[src/rtl/rst_seq_pkg.sv]
// Shared state encoding and sizing helpers for the reset sequencer.
package rst_seq_pkg;

    typedef enum logic [1:0] {
        ST_ASSERT  = 2'd0,
        ST_HOLD    = 2'd1,
        ST_RELEASE = 2'd2,
        ST_DONE    = 2'd3
    } state_t;

    function automatic int clog2(input int value);
        int result;
        result = 0;
        while ((1 << result) < value) result++;
        return result;
    endfunction

    function automatic int cnt_width(input int hold_cyc, input int gap_cyc);
        int largest;
        largest = (hold_cyc > gap_cyc) ? hold_cyc : gap_cyc;
        return clog2(largest + 1);
    endfunction

endpackage

[src/rtl/rst_req_sync.sv]
// One-bit synchroniser chain for an asynchronous active-low reset request.
// A synchronous clear loads zeros, so the request reads as active until refilled.
module rst_req_sync #(
    parameter int NUM_STAGES = 2
) (
    input  logic clk,
    input  logic clr,
    input  logic d,
    output logic q
);

    logic [NUM_STAGES-1:0] chain;

    always_ff @(posedge clk) begin
        if (clr) begin
            chain <= '0;
        end else begin
            chain <= {chain[NUM_STAGES-2:0], d};
        end
    end

    assign q = chain[NUM_STAGES-1];

endmodule

[src/rtl/rst_seq_ctrl.sv]
// Multi-channel reset sequencer: synchronises reset requests, holds all domains
// in reset for a minimum time, then releases the domain resets one by one.
module rst_seq_ctrl
    import rst_seq_pkg::*;
#(
    parameter int NUM_CH     = 4,
    parameter int NUM_REQ    = 2,
    parameter int NUM_STAGES = 2,
    parameter int HOLD_CYC   = 16,
    parameter int GAP_CYC    = 8
) (
    input  logic               clk,
    input  logic               rst,
    input  logic [NUM_REQ-1:0] rst_req_n,
    input  logic               sw_rst_req,
    input  logic               cause_clr,
    output logic [NUM_CH-1:0]  sync_rst,
    output logic               rst_done,
    output logic [NUM_REQ:0]   rst_cause
);

    localparam int CW   = cnt_width(HOLD_CYC, GAP_CYC);
    localparam int IDX_W = (NUM_CH > 1) ? clog2(NUM_CH) : 1;
    localparam int PW   = clog2(NUM_STAGES + 1);

    localparam logic [CW-1:0]    CNT_MAX   = '1;
    localparam logic [CW-1:0]    HOLD_LAST = CW'((HOLD_CYC >= 2) ? (HOLD_CYC - 2) : 0);
    localparam logic [CW-1:0]    GAP_LAST  = CW'(GAP_CYC - 1);
    localparam logic [IDX_W-1:0] LAST_IDX  = IDX_W'(NUM_CH - 1);
    localparam logic [PW-1:0]    PRIME_END = PW'(NUM_STAGES);

    logic [NUM_REQ-1:0] req_sync_n;
    logic [NUM_REQ-1:0] hw_active;
    logic               req_active;
    logic               primed;

    state_t             state_q, state_d;
    logic [CW-1:0]      cnt_q, cnt_d;
    logic [IDX_W-1:0]   idx_q, idx_d;
    logic [NUM_CH-1:0]  sync_rst_q, sync_rst_d;
    logic               done_q, done_d;
    logic [NUM_REQ:0]   cause_q, cause_d;
    logic [PW-1:0]      prime_q;

    for (genvar i = 0; i < NUM_REQ; i++) begin : g_sync
        rst_req_sync #(.NUM_STAGES(NUM_STAGES)) u_sync (
            .clk (clk),
            .clr (rst),
            .d   (rst_req_n[i]),
            .q   (req_sync_n[i])
        );
    end

    assign hw_active  = ~req_sync_n;
    assign req_active = (|hw_active) | sw_rst_req;

    // Right after reset the chains still hold their cleared zeros; those
    // self-inflicted requests must hold the outputs low but not be logged as causes.
    assign primed = (prime_q == PRIME_END);

    always_comb begin
        state_d    = state_q;
        cnt_d      = (cnt_q == CNT_MAX) ? cnt_q : cnt_q + CW'(1);
        idx_d      = idx_q;
        sync_rst_d = sync_rst_q;
        done_d     = done_q;
        cause_d    = (cause_clr ? '0 : cause_q) | {sw_rst_req, hw_active & {NUM_REQ{primed}}};

        if (req_active) begin
            state_d    = ST_ASSERT;
            cnt_d      = '0;
            idx_d      = '0;
            sync_rst_d = '0;
            done_d     = 1'b0;
        end else begin
            case (state_q)
                ST_ASSERT: begin
                    cnt_d = '0;
                    if (HOLD_CYC <= 1) begin
                        sync_rst_d[0] = 1'b1;
                        if (NUM_CH == 1) begin
                            state_d = ST_DONE;
                            done_d  = 1'b1;
                        end else begin
                            state_d = ST_RELEASE;
                            idx_d   = IDX_W'(1);
                        end
                    end else begin
                        state_d = ST_HOLD;
                    end
                end
                // HOLD is entered one edge after the last request, so it ends two counts early.
                ST_HOLD: begin
                    if (cnt_q == HOLD_LAST) begin
                        cnt_d         = '0;
                        sync_rst_d[0] = 1'b1;
                        if (NUM_CH == 1) begin
                            state_d = ST_DONE;
                            done_d  = 1'b1;
                        end else begin
                            state_d = ST_RELEASE;
                            idx_d   = IDX_W'(1);
                        end
                    end
                end
                ST_RELEASE: begin
                    if (cnt_q == GAP_LAST) begin
                        cnt_d             = '0;
                        sync_rst_d[idx_q] = 1'b1;
                        if (idx_q == LAST_IDX) begin
                            state_d = ST_DONE;
                            done_d  = 1'b1;
                        end else begin
                            idx_d = idx_q + IDX_W'(1);
                        end
                    end
                end
                default: begin
                    state_d = ST_DONE;
                end
            endcase
        end
    end

    always_ff @(posedge clk) begin
        if (rst) begin
            state_q    <= ST_ASSERT;
            cnt_q      <= '0;
            idx_q      <= '0;
            sync_rst_q <= '0;
            done_q     <= 1'b0;
            cause_q    <= '0;
            prime_q    <= '0;
        end else begin
            state_q    <= state_d;
            cnt_q      <= cnt_d;
            idx_q      <= idx_d;
            sync_rst_q <= sync_rst_d;
            done_q     <= done_d;
            cause_q    <= cause_d;
            if (!primed) prime_q <= prime_q + PW'(1);
        end
    end

    assign sync_rst  = sync_rst_q;
    assign rst_done  = done_q;
    assign rst_cause = cause_q;

endmodule

[config.mk]
export PLATFORM = sky130hd
export DESIGN_NAME = rst_seq_ctrl
export DESIGN_NICKNAME = d
export VERILOG_FILES = /design/src/rtl/rst_seq_pkg.sv /design/src/rtl/rst_req_sync.sv /design/src/rtl/rst_seq_ctrl.sv
export SDC_FILE = /design/constraint.sdc
export NUM_CORES = 1
export LEC_CHECK = 0
export BUFFER_PORTS_ARGS = -buffer_cell sky130_fd_sc_hd__buf_2
export CAP_MARGIN = 15
export CORE_MARGIN = 10
export CORE_UTILIZATION = 25
export CTS_BUF_LIST = sky130_fd_sc_hd__clkbuf_8
export DETAILED_ROUTE_END_ITERATION = 16
export PLACE_DENSITY = 0.48
export SYNTH_ARGS = -nofsm -noshare
export SYNTH_HDL_FRONTEND = slang
export SYNTH_HIERARCHICAL = 1
export SYNTH_SLANG_ARGS = --single-unit
[constraint.sdc]
create_clock -name clk -period 2.5 [get_ports clk]
set_input_delay 0.5 -clock clk [delete_from_list [all_inputs] [get_ports clk]]
set_output_delay 0.5 -clock clk [all_outputs]
set_load 0.01 [all_outputs]
Word level (Yosys, flattened, before mapping)
Cells that the tools add are included.

word-level totals
  flip-flop bits (word level) = 23
  bits of input ports = 6
  output and inout bits = 8

cells by class
  eq/ne operators = 11
  magnitude comparators = 2
  mux-type cells = 18
  reduce and logical (&&, ||, !) cells = 10
  bitwise logic cells = 5
  add/sub/neg operators = 3

operator list
  cell                 number
  $mux 5               3
  $pmux 5 s3           1
  $mux 2               6
  $reduce_and 3->1     3
  $ne 2x2->1 const B   4
  $eq 2x2->1 const B   3
  $pmux 2 s3           1
  $add 5x1->5 const B  1
  $eq 5x3->1 const B   1
  $eq 5x4->1 const B   1
  $eq 5x5->1 const B   1
  $add 2x1->2 const B  2
  $or 4x4->4           1
  $pmux 2 s2           1
  $reduce_and 4->1     1
  $reduce_or 2->1      2
  $lt 2x3->1 const B   1
  $mux 1               3
  $mux 3               1
  $or 3x3->3           1
  $and 2x2->2          1
  $demux 1 s2          1
  $eq 2x1->1 const B   1
  $ge 2x1->1 const B   1
  7 further kinds      7

Longest topological paths before layout
  word-level depth = 7
  gate-level depth with buffers = 5
  gate-level depth less buffers = 5

Modules after synthesis
The synthesis kept the hierarchy.

by module, submodules not included
  module        cells each  area an instance (um^2)  times used
  rst_seq_ctrl  97          932.1                    1
  rst_req_sync  4           52.6                     2

Least setup slack after synthesis
Ideal clock, no wire load.

  kind = reg2reg
  from = register cnt_q[0]
  to = register cnt_q[2]
  required time = 2351 ps
  period minus slack after synthesis = 1410 ps
  data arrival time = 1261 ps
  path slack = 1090 ps
  cell stages (with the launch flop) = 5
  path buffers = 0
  path through = dfxtp_1 -> ha_1 -> nand2_1 -> o41ai_2 -> a2111oi_1

on the way
  longest elaborated chain between the ends = 4
  elaborated cells on any way between the ends = 8
  those cells by class = add/sub (1); eq/ne (3); mux (4)

ends and longest elaborated chain
  what                                              RTL line                                 text
  start: declaration                                rst_seq_ctrl.sv:38                       logic [CW-1:0] cnt_q, cnt_d;
  start signal: assignment                          rst_seq_ctrl.sv:136                      cnt_q <= cnt_d;
  $add 5x1->5 / $eq 5x5->1 (equally long branches)  rst_seq_ctrl.sv:63                       cnt_d = (cnt_q == CNT_MAX) ? cnt_q : cnt_q + CW'(1);
  $mux 5                                            rst_seq_ctrl.sv:63
  $mux 5 (on tied branches)                         rst_seq_ctrl.sv:107, rst_seq_ctrl.sv:94
  $pmux 5 s3 (*)                                    rst_seq_ctrl.sv:76                       case (state_q)

Mark *: on every way between the ends. The rest lies on a longest branch, timed or not.
A chain may end at the register's enable or synchronous reset.

Worst setup path after layout
  from = register cnt_q[1]
  to = register cnt_q[2]

Same word-level chain as after synthesis.

==> results.ini <==
[power_and_ir_drop]
internal_power_uw=546
p_leak_uw=0.000452
switching_power_uw=170
seq_power_share_pct=56.9
p_sw_share_pct=23.7
pwr-share-comb_pct=12.9
powerDensity_nw_per_um2=602
max-vdd-ir-drop_uv=274
clkPwrFrac_pct=30.2

[placement]
globalplace.congestion=0.703
io_buffers=13
dp_hpwl_mm=1.57

[worst_setup_path]
crit_chain=ha_1 > nand2_1 > o41ai_2 > a2111oi_1
path_max_fanout=6
arrival_ns=1.74
r2r_slack_ns=0.88
critical_path_buf_inv_count=0
required_ns=2.62
cp-start-kind=flop
crit_type=flop to flop
end_kind=flop
reg2reg_from=cnt_q[1]
cpPeakStageDelay_ns=0.48
crit_family=compound AO/OA/AOI/OAI gates
slowest_stage=o41ai_2
rr_endpoint=cnt_q[2]
ff2ff_path_depth=4

[sta]
worst_clock_skew_ns=0.00257
rsz0062_at_grt=false
whs_ns=0.449
max_slew.worst_pin.slew_ns=0.569
fin_crit_ns=1.62
post-route-period-util_pct=64.8
fmax_ghz=0.618
finalMaxSlewViolations=0
setup_viol=0
relSlewSlack_pct=61.7
fin_tns_setup_ns=0
hold_viol_final=0

[logic_synthesis]
synth_cell_type_count=31
ys_seq_area_share_pct=44.4
synth-seq-cells=23
syn_avg_cell_area_um2=9.88
syn_inst=105
yosys_warnings=6
synth_nets=118
syn_area_um2=1040

[detailed_routing]
final_antenna_net_count=0
first_iter_violations=26
drcViolationCount=0
wl_per_cell_um=11.8
vias_per_cell=4.52
firstDrtPassIters=4
wl_mm=1.99
num_vias=764

[clock_tree]
numCtsBuffers=3
cts_hold_buf=0
ctsResizeCount=0
clk_latency_ns=0.25
clockBufferDepth=2
cts-root-buf=clkbuf_8
clock_sink_count=23
htree_levels=1
cts_setup_buffers=0
cts_tree=built
worst_setup_hold_path_clk_slew_ns=0.08

[cells_and_area]
area_growth_pct=14.6
nNetsFinal=133
final_cell_mix=23 x dfxtp_1, 13 x buf_2, 11 x inv_1, 11 x nor2_1, 9 x a21oi_1
final_common_cell=dfxtp_1
fillers=418
drive_gt1_share_pct=21.8
n_antenna_cell=0

[global_route]
grt_pass1_vias=826
antenna_found_initial=0
grt-ovfl-total=0
grt_use_total_pct=5.85
grt_start_max_net_pins=14
grt_pass1_wl_mm=3.65

[floorplan]
core_area_um2=4000
start_util_pct=25.9
dieArea_um2=7130
die_w_um=84.4
die_h_um=84.4
rows=23
ios=14

[hold_path]
min_from=rst_req_n[1]
holdPathEnd=g_sync[1].u_sync/chain[0]
worstHoldPathType=primary input to flop
hold_depth=2

[flow_run]
drv_cap=0

[outcome]
status=completed

==> layer usage <==
layer	up-vias	global-route usage, %	wire length [µm]
met4	0	2.25	19
li1	400	-	-
met5	-	0	0
met1	354	6.44	909
met3	2	1.45	67
met2	8	10.5	995
==> per-stage QoR <==
stage          setup WS [ns]  power [µW]  area (µm²)  std cells  util, %
3_5_place_dp           0.840         511        1140        165     28.6
4_1_cts                0.871         728        1190        169     29.7
2_1_floorplan           1.09         482        1040        105        -
5_1_grt                0.758         773        1190        169     29.7
6_report               0.881         716        1190        169     29.7
3_3_place_gp           0.891         506        1140        165     28.6
==> worst reg2reg max path: stages, from the launching register on <==
cell and delay (ns):
dfxtp_1 0.41, ha_1 0.30, nand2_1 0.12, o41ai_2 0.48, a2111oi_1 0.17
==> power by group through the flow <==
stage	sequential, µW	clock [µW]	combinational (µW)
4_1_cts	408	226	94.6
3_5_place_dp	417	0	94.1
2_1_floorplan	418	0	64.1
6_report	408	216	92.1
5_1_grt	413	249	111
3_3_place_gp	416	0	90.8
==> cell type report <==
cell class              count  area [µm²]  share of cell area (%)
well taps                  50        62.6                    5.26
inverters                  10        37.5                    3.16
repair buffers             13        65.1                    5.47
clock inverters             1        3.75                   0.316
multi-input cells          69         518                    43.6
flip-flops and latches     23         460                    38.7
clock buffers               3        41.3                    3.47
==> registers in the layout, indices dropped and copies added, names as in the netlist <==
register             count
state_q                  2
cnt_q                    5
prime_q                  2
g_sync.u_sync/chain      4
rst_cause                3
idx_q                    2
sync_rst                 4
rst_done                 1
==> cell usage after synthesis <==
| library cell | n | share of area (%) |
|---|---|---|
| and3_1 | 1 | 0.60 |
| nand4_1 | 1 | 0.60 |
| nand3_1 | 4 | 1.9 |
| a211oi_2 | 2 | 2.4 |
| o41ai_2 | 1 | 1.6 |
| nor2b_1 | 5 | 3.0 |
| ha_1 | 7 | 8.4 |
| nor2_1 | 11 | 4.0 |
| mux2i_1 | 1 | 0.97 |
| buf_6 | 1 | 1.1 |
| nand4b_1 | 1 | 0.84 |
| inv_1 | 10 | 3.6 |
| a2111oi_2 | 2 | 2.9 |
| dfxtp_1 | 23 | 44 |
| a2111oi_1 | 1 | 0.97 |
| and4bb_2 | 2 | 2.4 |
| a22oi_1 | 3 | 2.2 |
| and2b_1 | 1 | 0.72 |
| and4b_1 | 1 | 0.97 |
| nand2_1 | 4 | 1.4 |
| nor3_2 | 1 | 0.97 |
| a21oi_1 | 9 | 4.3 |
| or4_4 | 1 | 1.1 |
| buf_2 | 2 | 0.97 |
| a211oi_1 | 1 | 0.72 |
| a31oi_1 | 4 | 2.4 |
| xnor2_1 | 1 | 0.84 |
| nor3b_1 | 1 | 0.72 |
| xor2_1 | 1 | 0.84 |
| and2_1 | 1 | 0.60 |
| a221oi_2 | 1 | 1.4 |
==> how the worst max path moves through the flow <==
| stage | start | to | slack [ns] | depth (start not counted) |
|---|---|---|---|---|
| after floorplan | cnt_q[0] | cnt_q[2] | 1.09 | 4 |
| after global placement | sw_rst_req | cnt_q[3] | 0.89 | 3 |
| after detailed placement | rst | cnt_q[3] | 0.84 | 3 |
| final | cnt_q[1] | cnt_q[2] | 0.88 | 4 |
| after global routing | cnt_q[0] | cnt_q[2] | 0.76 | 4 |
| after CTS | cnt_q[0] | cnt_q[2] | 0.87 | 4 |
==> cells by family (layout without fill, tap and decap cells) <==
kind of cell	count (synthesis)	in the layout	synth area share, %
compound gates	24	24	18.9
xor+xnor	2	2	1.69
fa+ha+maj	7	7	8.44
buf+inv	13	27	5.67
flops	23	23	44.4
mux	1	1	0.965
simple gates	35	35	19.9
Note: power is estimated with default switching activity, not from simulation.
